$ cat src/rtl/pipe_pkg.sv
// Shared M-stage definitions: Funct3 access-size codes,
// the memory-access FSM state type and a size decoder.
package pipe_pkg;

    localparam logic [2:0] F3_B  = 3'b000;
    localparam logic [2:0] F3_H  = 3'b001;
    localparam logic [2:0] F3_W  = 3'b010;
    localparam logic [2:0] F3_BU = 3'b100;
    localparam logic [2:0] F3_HU = 3'b101;

    typedef enum logic [1:0] {
        SZ_B = 2'd0,
        SZ_H = 2'd1,
        SZ_W = 2'd2
    } acc_size_t;

    typedef enum logic [1:0] {
        IDLE = 2'd0,
        WAIT = 2'd1,
        DONE = 2'd2
    } mau_state_t;

    // Unknown encodings fall back to a full-word access.
    function automatic acc_size_t f3_size(input logic [2:0] f3);
        acc_size_t sz;
        case (f3)
            F3_B, F3_BU: sz = SZ_B;
            F3_H, F3_HU: sz = SZ_H;
            default:     sz = SZ_W;
        endcase
        return sz;
    endfunction

endpackage

$ cat src/rtl/load_extend.sv
// Load lane select and sign/zero extension of the
// returned memory word.
module load_extend
    import pipe_pkg::*;
#(
    parameter int DATA_WIDTH = 32
) (
    input  logic [DATA_WIDTH-1:0] rdata_i,
    input  logic [1:0]            addr_lo_i,
    input  logic [2:0]            funct3_i,
    output logic [DATA_WIDTH-1:0] data_o
);

    logic [7:0]  byte_v;
    logic [15:0] half_v;
    logic        sext;

    // Pick the addressed lane, then extend it to a full word.
    always_comb begin
        byte_v = 8'h00;
        half_v = 16'h0000;
        sext   = ~funct3_i[2];
        data_o = rdata_i;
        unique case (addr_lo_i)
            2'd0: byte_v = rdata_i[7:0];
            2'd1: byte_v = rdata_i[15:8];
            2'd2: byte_v = rdata_i[23:16];
            2'd3: byte_v = rdata_i[31:24];
        endcase
        half_v = addr_lo_i[1] ? rdata_i[31:16] : rdata_i[15:0];
        unique case (f3_size(funct3_i))
            SZ_B:    data_o = {{24{sext & byte_v[7]}}, byte_v};
            SZ_H:    data_o = {{16{sext & half_v[15]}}, half_v};
            default: data_o = rdata_i;
        endcase
    end

endmodule

$ cat src/rtl/memory_access_unit.sv
// M-stage data-memory access FSM (IDLE/WAIT/DONE) with stall.
// Optional misaligned-access trap: define MISALIGN_CHECK_EN.
module memory_access_unit
    import pipe_pkg::*;
#(
    parameter int DATA_WIDTH = 32
) (
    input  logic                    clk,
    input  logic                    rst,
    input  logic [DATA_WIDTH-1:0]   ALUResultM,
    input  logic [DATA_WIDTH-1:0]   WriteDataM,
    input  logic                    MemReadM,
    input  logic                    MemWriteM,
    input  logic [2:0]              Funct3M,
    output logic                    dmem_req_valid,
    output logic                    dmem_req_we,
    output logic [DATA_WIDTH-1:0]   dmem_addr,
    output logic [DATA_WIDTH-1:0]   dmem_wdata,
    output logic [DATA_WIDTH/8-1:0] dmem_wstrb,
    input  logic                    dmem_req_ready,
    input  logic                    dmem_rsp_valid,
    input  logic [DATA_WIDTH-1:0]   dmem_rdata,
    output logic [DATA_WIDTH-1:0]   MemDataM,
    output logic                    StallM,
    output logic                    MisalignM
);

    mau_state_t            state_q, state_d;
    logic [DATA_WIDTH-1:0] mem_data_q, mem_data_d;
    logic [DATA_WIDTH-1:0] load_data;
    logic                  mem_op;
    logic                  misalign;
    logic                  req_valid;
    logic                  stall;
    logic                  mis_flag;

    assign mem_op    = MemReadM | MemWriteM;
    assign dmem_addr = {ALUResultM[DATA_WIDTH-1:2], 2'b00};

    load_extend #(
        .DATA_WIDTH(DATA_WIDTH)
    ) u_load_extend (
        .rdata_i  (dmem_rdata),
        .addr_lo_i(ALUResultM[1:0]),
        .funct3_i (Funct3M),
        .data_o   (load_data)
    );

`ifdef MISALIGN_CHECK_EN
    // Flag halfword/word accesses not on their natural boundary.
    always_comb begin
        misalign = 1'b0;
        unique case (f3_size(Funct3M))
            SZ_H:    misalign = ALUResultM[0];
            SZ_W:    misalign = |ALUResultM[1:0];
            default: misalign = 1'b0;
        endcase
    end
`else
    assign misalign = 1'b0;
`endif

    // Store byte enables and lane-replicated write data.
    always_comb begin
        dmem_wstrb = 4'b1111;
        dmem_wdata = WriteDataM;
        unique case (f3_size(Funct3M))
            SZ_B: begin
                dmem_wstrb = 4'b0001 << ALUResultM[1:0];
                dmem_wdata = {4{WriteDataM[7:0]}};
            end
            SZ_H: begin
                dmem_wstrb = ALUResultM[1] ? 4'b1100 : 4'b0011;
                dmem_wdata = {2{WriteDataM[15:0]}};
            end
            default: begin
                dmem_wstrb = 4'b1111;
                dmem_wdata = WriteDataM;
            end
        endcase
    end

    // Next state, load capture and handshake/stall outputs.
    always_comb begin
        state_d    = state_q;
        mem_data_d = mem_data_q;
        req_valid  = 1'b0;
        stall      = 1'b0;
        mis_flag   = 1'b0;
        unique case (state_q)
            IDLE: begin
                if (mem_op) begin
                    if (misalign) begin
                        mis_flag   = 1'b1;
                        mem_data_d = '0;
                    end else begin
                        req_valid = 1'b1;
                        stall     = 1'b1;
                        if (dmem_req_ready) begin
                            state_d = MemWriteM ? DONE : WAIT;
                        end
                    end
                end
            end
            WAIT: begin
                stall = 1'b1;
                if (dmem_rsp_valid) begin
                    mem_data_d = load_data;
                    state_d    = DONE;
                end
            end
            DONE: begin
                state_d = IDLE;
            end
            default: begin
                state_d = IDLE;
            end
        endcase
    end

    // Outputs are forced quiet while reset is held.
    assign dmem_req_valid = req_valid & rst;
    assign dmem_req_we    = req_valid & rst & MemWriteM;
    assign StallM         = stall & rst;
    assign MisalignM      = mis_flag & rst;
    assign MemDataM       = mem_data_q;

    // State and load-result registers.
    always_ff @(posedge clk or negedge rst) begin
        if (!rst) begin
            state_q    <= IDLE;
            mem_data_q <= '0;
        end else begin
            state_q    <= state_d;
            mem_data_q <= mem_data_d;
        end
    end

endmodule

$ cat config.mk
export PLATFORM = sky130hd
export DESIGN_NAME = memory_access_unit
export DESIGN_NICKNAME = d
export VERILOG_FILES = /design/src/rtl/pipe_pkg.sv /design/src/rtl/load_extend.sv /design/src/rtl/memory_access_unit.sv
export SDC_FILE = /design/constraint.sdc
export NUM_CORES = 1
export LEC_CHECK = 0
export ABC_CLOCK_PERIOD_IN_PS = 3100
export BUFFER_PORTS_ARGS = -buffer_cell sky130_fd_sc_hd__buf_2
export CORE_ASPECT_RATIO = 2
export CORE_MARGIN = 2
export CORE_UTILIZATION = 46
export DETAILED_ROUTE_END_ITERATION = 12
export PLACE_DENSITY = 0.94
export SYNTH_ARGS = -nofsm -noshare
export SYNTH_HDL_FRONTEND = slang
export SYNTH_SLANG_ARGS = --single-unit
$ cat constraint.sdc
create_clock -name clk -period 3.1 [get_ports clk]
set_input_delay 0.31 -clock clk [delete_from_list [all_inputs] [get_ports clk]]
set_output_delay 0.31 -clock clk [all_outputs]
set_load 0.01 [all_outputs]
Word-level counts from Yosys, hierarchy flattened
Cells that the tools add are included.
{ "classes": {"bitwise_logic": 7, "eq_ne": 11, "n_shift": 1, "n_reduce_logical": 8, "mux": 15} }
{ "op_table": {"columns": ["op", "n"], "rows": [
  ["32-bit case mux with 2 select lines", 2],
  ["8-bit case mux with 4 select lines", 1],
  ["16-bit 2-to-1 mux", 1],
  ["2-bit 2-to-1 mux", 4],
  ["2-bit case mux with 2 select lines", 2],
  ["4-bit case mux with 2 select lines", 1],
  ["2-bit by 1-bit == test with 1-bit output, second input constant", 3],
  ["3-bit == test, second input constant", 2],
  ["2-bit logical NOT", 3],
  ["2-bit inequality test, second input constant", 3],
  ["1-bit AND", 5],
  ["2-bit == test, second input constant", 2],
  ["4-bit 2-to-1 mux", 1],
  ["2-bit OR reduction", 2],
  ["1-bit by 2-bit left shift with 4-bit output, first input constant", 1],
  ["3-bit by 1-bit == test with 1-bit output, second input constant", 1],
  ["3-bit logical NOT", 1],
  ["3-bit AND reduction", 1],
  ["1-bit 2-to-1 mux", 2],
  ["1-bit case mux with 2 select lines", 1],
  ["2-bit AND reduction", 1],
  ["1-bit inverter", 1],
  ["1-bit bitwise OR", 1]
]} }
{ "totals": {"inputBits": 105, "out_inout_bits": 104, "ff_bits": 34, "wordCells": 44} }

Depth between registers and ports, before layout
{ "depth": {"word_depth": 5, "depth_mapped": 6, "ltp_nobuf": 3} }

Cells and area by module
From an unflattened synthesis, not the netlist that was laid out.
{ "hier_totals": {"hier_cells": 306, "area_unflattened_um2": 3010.4} }
{ "modules_own_cells": {"columns": ["mod", "instances", "cells_per_inst", "area_each_um2", "seq_area_each_um2"], "rows": [
  ["memory_access_unit", 1, 175, 2160.8, 850.8],
  ["load_extend", 1, 131, 849.6, 0.0]
]} }

Least setup slack after synthesis
No wires, ideal clock.
{ "synth_path": {"path_type": "input to output", "startpoint": "in Funct3M[0]", "endpoint": "out dmem_wdata[10]", "path_slack_ns": 1.518, "arrival_ns": 1.272, "stages": 4, "n_path_buf": 2, "path_cell_list": "buf_2 nor2_1 buf_4 mux2_2"} }
{ "synth_between": {"elab_chain_len": 5} }
{ "synth_rtl": {"columns": ["element", "line_no", "rtl"], "rows": [
  ["from (decl)", "memory_access_unit.sv:14", "input logic [2:0] Funct3M,"],
  ["3-bit by 1-bit == test with 1-bit output, or another cell as far along", "pipe_pkg.sv:26", "case (f3)"],
  ["2-bit OR reduction", "pipe_pkg.sv:26", null],
  ["2-bit case mux with 2 select lines *", "pipe_pkg.sv:26", null],
  ["2-bit by 1-bit == test with 1-bit output or 2-bit logical NOT (tied branches)", "memory_access_unit.sv:67", "unique case (f3_size(Funct3M))"],
  ["32-bit case mux with 2 select lines *", "memory_access_unit.sv:67", null],
  ["to (decl)", "memory_access_unit.sv:18", "output logic [DATA_WIDTH-1:0] dmem_wdata,"]
]} }
Every way passes the cells marked *; elsewhere a longest branch is shown, timed or not.

Worst setup path after layout
{ "layout_path": {"startpoint": "in Funct3M[0]", "endpoint": "out dmem_wdata[8]"} }
The elaborated chain is that of the path after synthesis.

==> flow_summary_export.csv <==
group,metric,value,unit
routing,wirelength_met1,3.559,mm
routing,first_pass_iters,6,
layout,nFillCells,617,
clock_network,tritoncts,"built",
floorplan,num_io_pins,209,
routing,routed.top_layer,"met4",
outcome,status,"finished, final reports clean",
synth,synth-seq-area-share,27.78,%
floorplan,dieArea,7367,um^2
layout,mostFrequentLayoutCells,"buf_2, dfrtp_1, mux2i_1, a21oi_1, a221oi_1",
routing,via_per_inst,5.953,
place,place_congestion,0.8566,
place,post-place-cells,507,
synth,synth_edf_count,0,
clock_network,clkTransAtPathRegs,0.05,ns
sta,fmax,470.2,MHz
power_and_ir_drop,ir_drop,344.5,uV
worst_setup_path,worstSetupPathType,"in2out",
layout,fin_nets,531,
sta,skew,0.003706,ns
sta,whs,0.1714,ns
clock_network,holdBufCountCts,0,
sta,maxSlewHeadroom,49.28,%
clock_network,clock-root-buffer,"clkbuf_16",
floorplan,die_w,61.70,um
sta,drv_slew,0,
floorplan,core,6516,um^2
layout,area_growth,18.22,%
layout,multi_input_area,1707,um^2
clock_network,post-cts-setup-buffers,0,
sta,rsz0062_at_grt,"no",
sta,finalCriticalPeriod,2.127,ns
synth,avgSynthCellArea,9.062,um^2
layout,seq_area,850.8,um^2
place,dp_hpwl,6.447,mm
layout,final_common_cell,"buf_2",
routing,routedWlPerCell,17.33,um
layout,diodes,0,
sta,hold_viol,0,
worst_setup_path,timing.rr.end,"MemDataM[28]$_DFFE_PN0P_",
global_routing,grt_pass1_vias,2765,
layout,drive_gt1_share,45.77,%
clock_network,htree_levels,2,
global_routing,grt_max_degree,86,
clock_network,clock_latency,0.28,ns
sta,setup_viol,0,
worst_setup_path,r2r_slack,1.62,ns
routing,drt-initial-drc-count,192,
synth,async_flop_share,100.0,%
floorplan,die_y,119.4,um
worst_setup_path,startpoint_type,"input port",
clock_network,cts_resized,0,
worst_setup_path,timing.rr.start,"state_q[0]$_DFFE_PN0P_",
sta,final.period_utilization,68.61,%
power_and_ir_drop,finalPower,1.981,mW
worst_setup_path,crit_path_max_fanout,30,
clock_network,cts_sinks,34,
synth,ys_ff_latch,34,
place,io_buffers,145,
worst_setup_path,endpoint_kind,"output pin",
synth,synth_cell_type_count,37,
clock_network,cts_buffers,5,
worst_hold_path,hold_path.class,"in2async",
synth,ys.flop_type,"dfrtp_1",
synth,yosysWarnings,0,
power_and_ir_drop,leakage,1.773,nW
power_and_ir_drop,p_per_area,547.1,nW/um^2
floorplan,start_util,47.00,%
global_routing,grt.total_usage,23.97,%
routing,wl_met3,929,um
layout,final_util,55.57,%
clock_network,cts_buffer_depth,2,
global_routing,grt_pass1_wl,13.60,mm
worst_setup_path,critical_path_required,2.79,ns
layout,instances_no_fill,514,
routing,antenna_left,0,
floorplan,row_count,42,
routing,met2WireLength,4.264,mm
global_routing,antenna_found_initial,0,
global_routing,grt.overflow.total,0,
run,drv_cap,0,
worst_setup_path,worstRegToRegCells,4,
worst_setup_path,critical_path_arrival,1.82,ns
routing,vias,3060,
routing,wl,8.909,mm
sta,worstMarginPinSlew,0.7593,ns
routing,drc,0,
sta,timing.setup.tns,0,ns
synth,netlist_area,3063,um^2
synth,postSynthCellCount,338,
==> worst max-delay path by stage <==
stage	startpoint	endpoint	slack [ns]	cells after the start
after floorplan	Funct3M[0]	dmem_wdata[10]	1.52	4
after global placement	Funct3M[0]	dmem_wdata[15]	1.03	5
after detailed placement	Funct3M[0]	dmem_wdata[8]	0.98	5
after CTS	Funct3M[0]	dmem_wdata[8]	0.97	5
after global routing	Funct3M[0]	dmem_wdata[9]	0.89	5
final	Funct3M[0]	dmem_wdata[8]	0.97	5
==> layer usage <==
| layer | global-route usage, % | up-vias |
|---|---|---|
| met2 | 36.51 | 206 |
| li1 | - | 1375 |
| met5 | 0 | - |
| met4 | 5.718 | 0 |
| met1 | 33.40 | 1463 |
| met3 | 6.406 | 16 |
==> critical path, cell delays in order <==
cell    delay [ns]
buf_2         0.31
nor2_1        0.44
buf_4         0.26
mux2_2        0.35
buf_2         0.14
==> kinds of logic after synthesis <==
| kind of cell | count (synthesis) | share of synthesized area (%) |
|---|---|---|
| AOI/OAI and AO/OA | 106 | 25.00 |
| buffers and inverters | 81 | 16.75 |
| and+or+nand+nor | 65 | 12.46 |
| muxes | 51 | 17.89 |
| DFF | 34 | 27.78 |
| other | 1 | 0.1224 |
==> flip-flops by register name (all words and copies together) (netlist names) <==
register / flops
state_q: 2
MemDataM: 32
==> synth_stat cells, types with 2 or more instances <==
cell | count | share of area, %
dfrtp_1 | 34 | 28
mux2i_1 | 33 | 11
nand3b_1 | 3 | 0.74
nand2_1 | 9 | 1.1
clkbuf_2 | 2 | 0.33
a22o_1 | 7 | 2.0
a21bo_2 | 16 | 5.2
buf_4 | 44 | 11
a21oi_1 | 25 | 4.1
o21ai_0 | 16 | 2.6
nand2b_1 | 2 | 0.41
buf_6 | 3 | 1.1
buf_2 | 15 | 2.5
clkbuf_1 | 8 | 0.98
a221oi_1 | 24 | 6.9
nor2b_1 | 4 | 0.82
and3b_1 | 8 | 2.3
a31oi_1 | 14 | 2.9
nor2_1 | 23 | 2.8
inv_1 | 8 | 0.98
nor3b_1 | 9 | 2.2
mux2_2 | 16 | 5.9
==> through the flow <==
stage | setup slack, ns | area [um^2]
floorplan | 1.518 | 3070
global placement | 1.032 | 3488
detailed placement | 0.9795 | 3488
CTS | 0.9699 | 3621
global route | 0.8862 | 3621
finish | 0.9730 | 3621
==> where the power goes <==
group | total, mW | internal, mW | switching, mW
Combinational | 0.781 | 0.360 | 0.421
Sequential | 0.727 | 0.620 | 0.107
Clock | 0.473 | 0.294 | 0.179
==> cell type report <==
class / instances / area share (%)
clock buffers: 7 / 3.663
inverters: 8 / 0.8293
multi-input cells: 225 / 47.13
repair buffers: 152 / 21.84
flip-flops and latches: 34 / 23.50
well taps: 88 / 3.041
No activity file was read; power rests on OpenSTA's default activity.
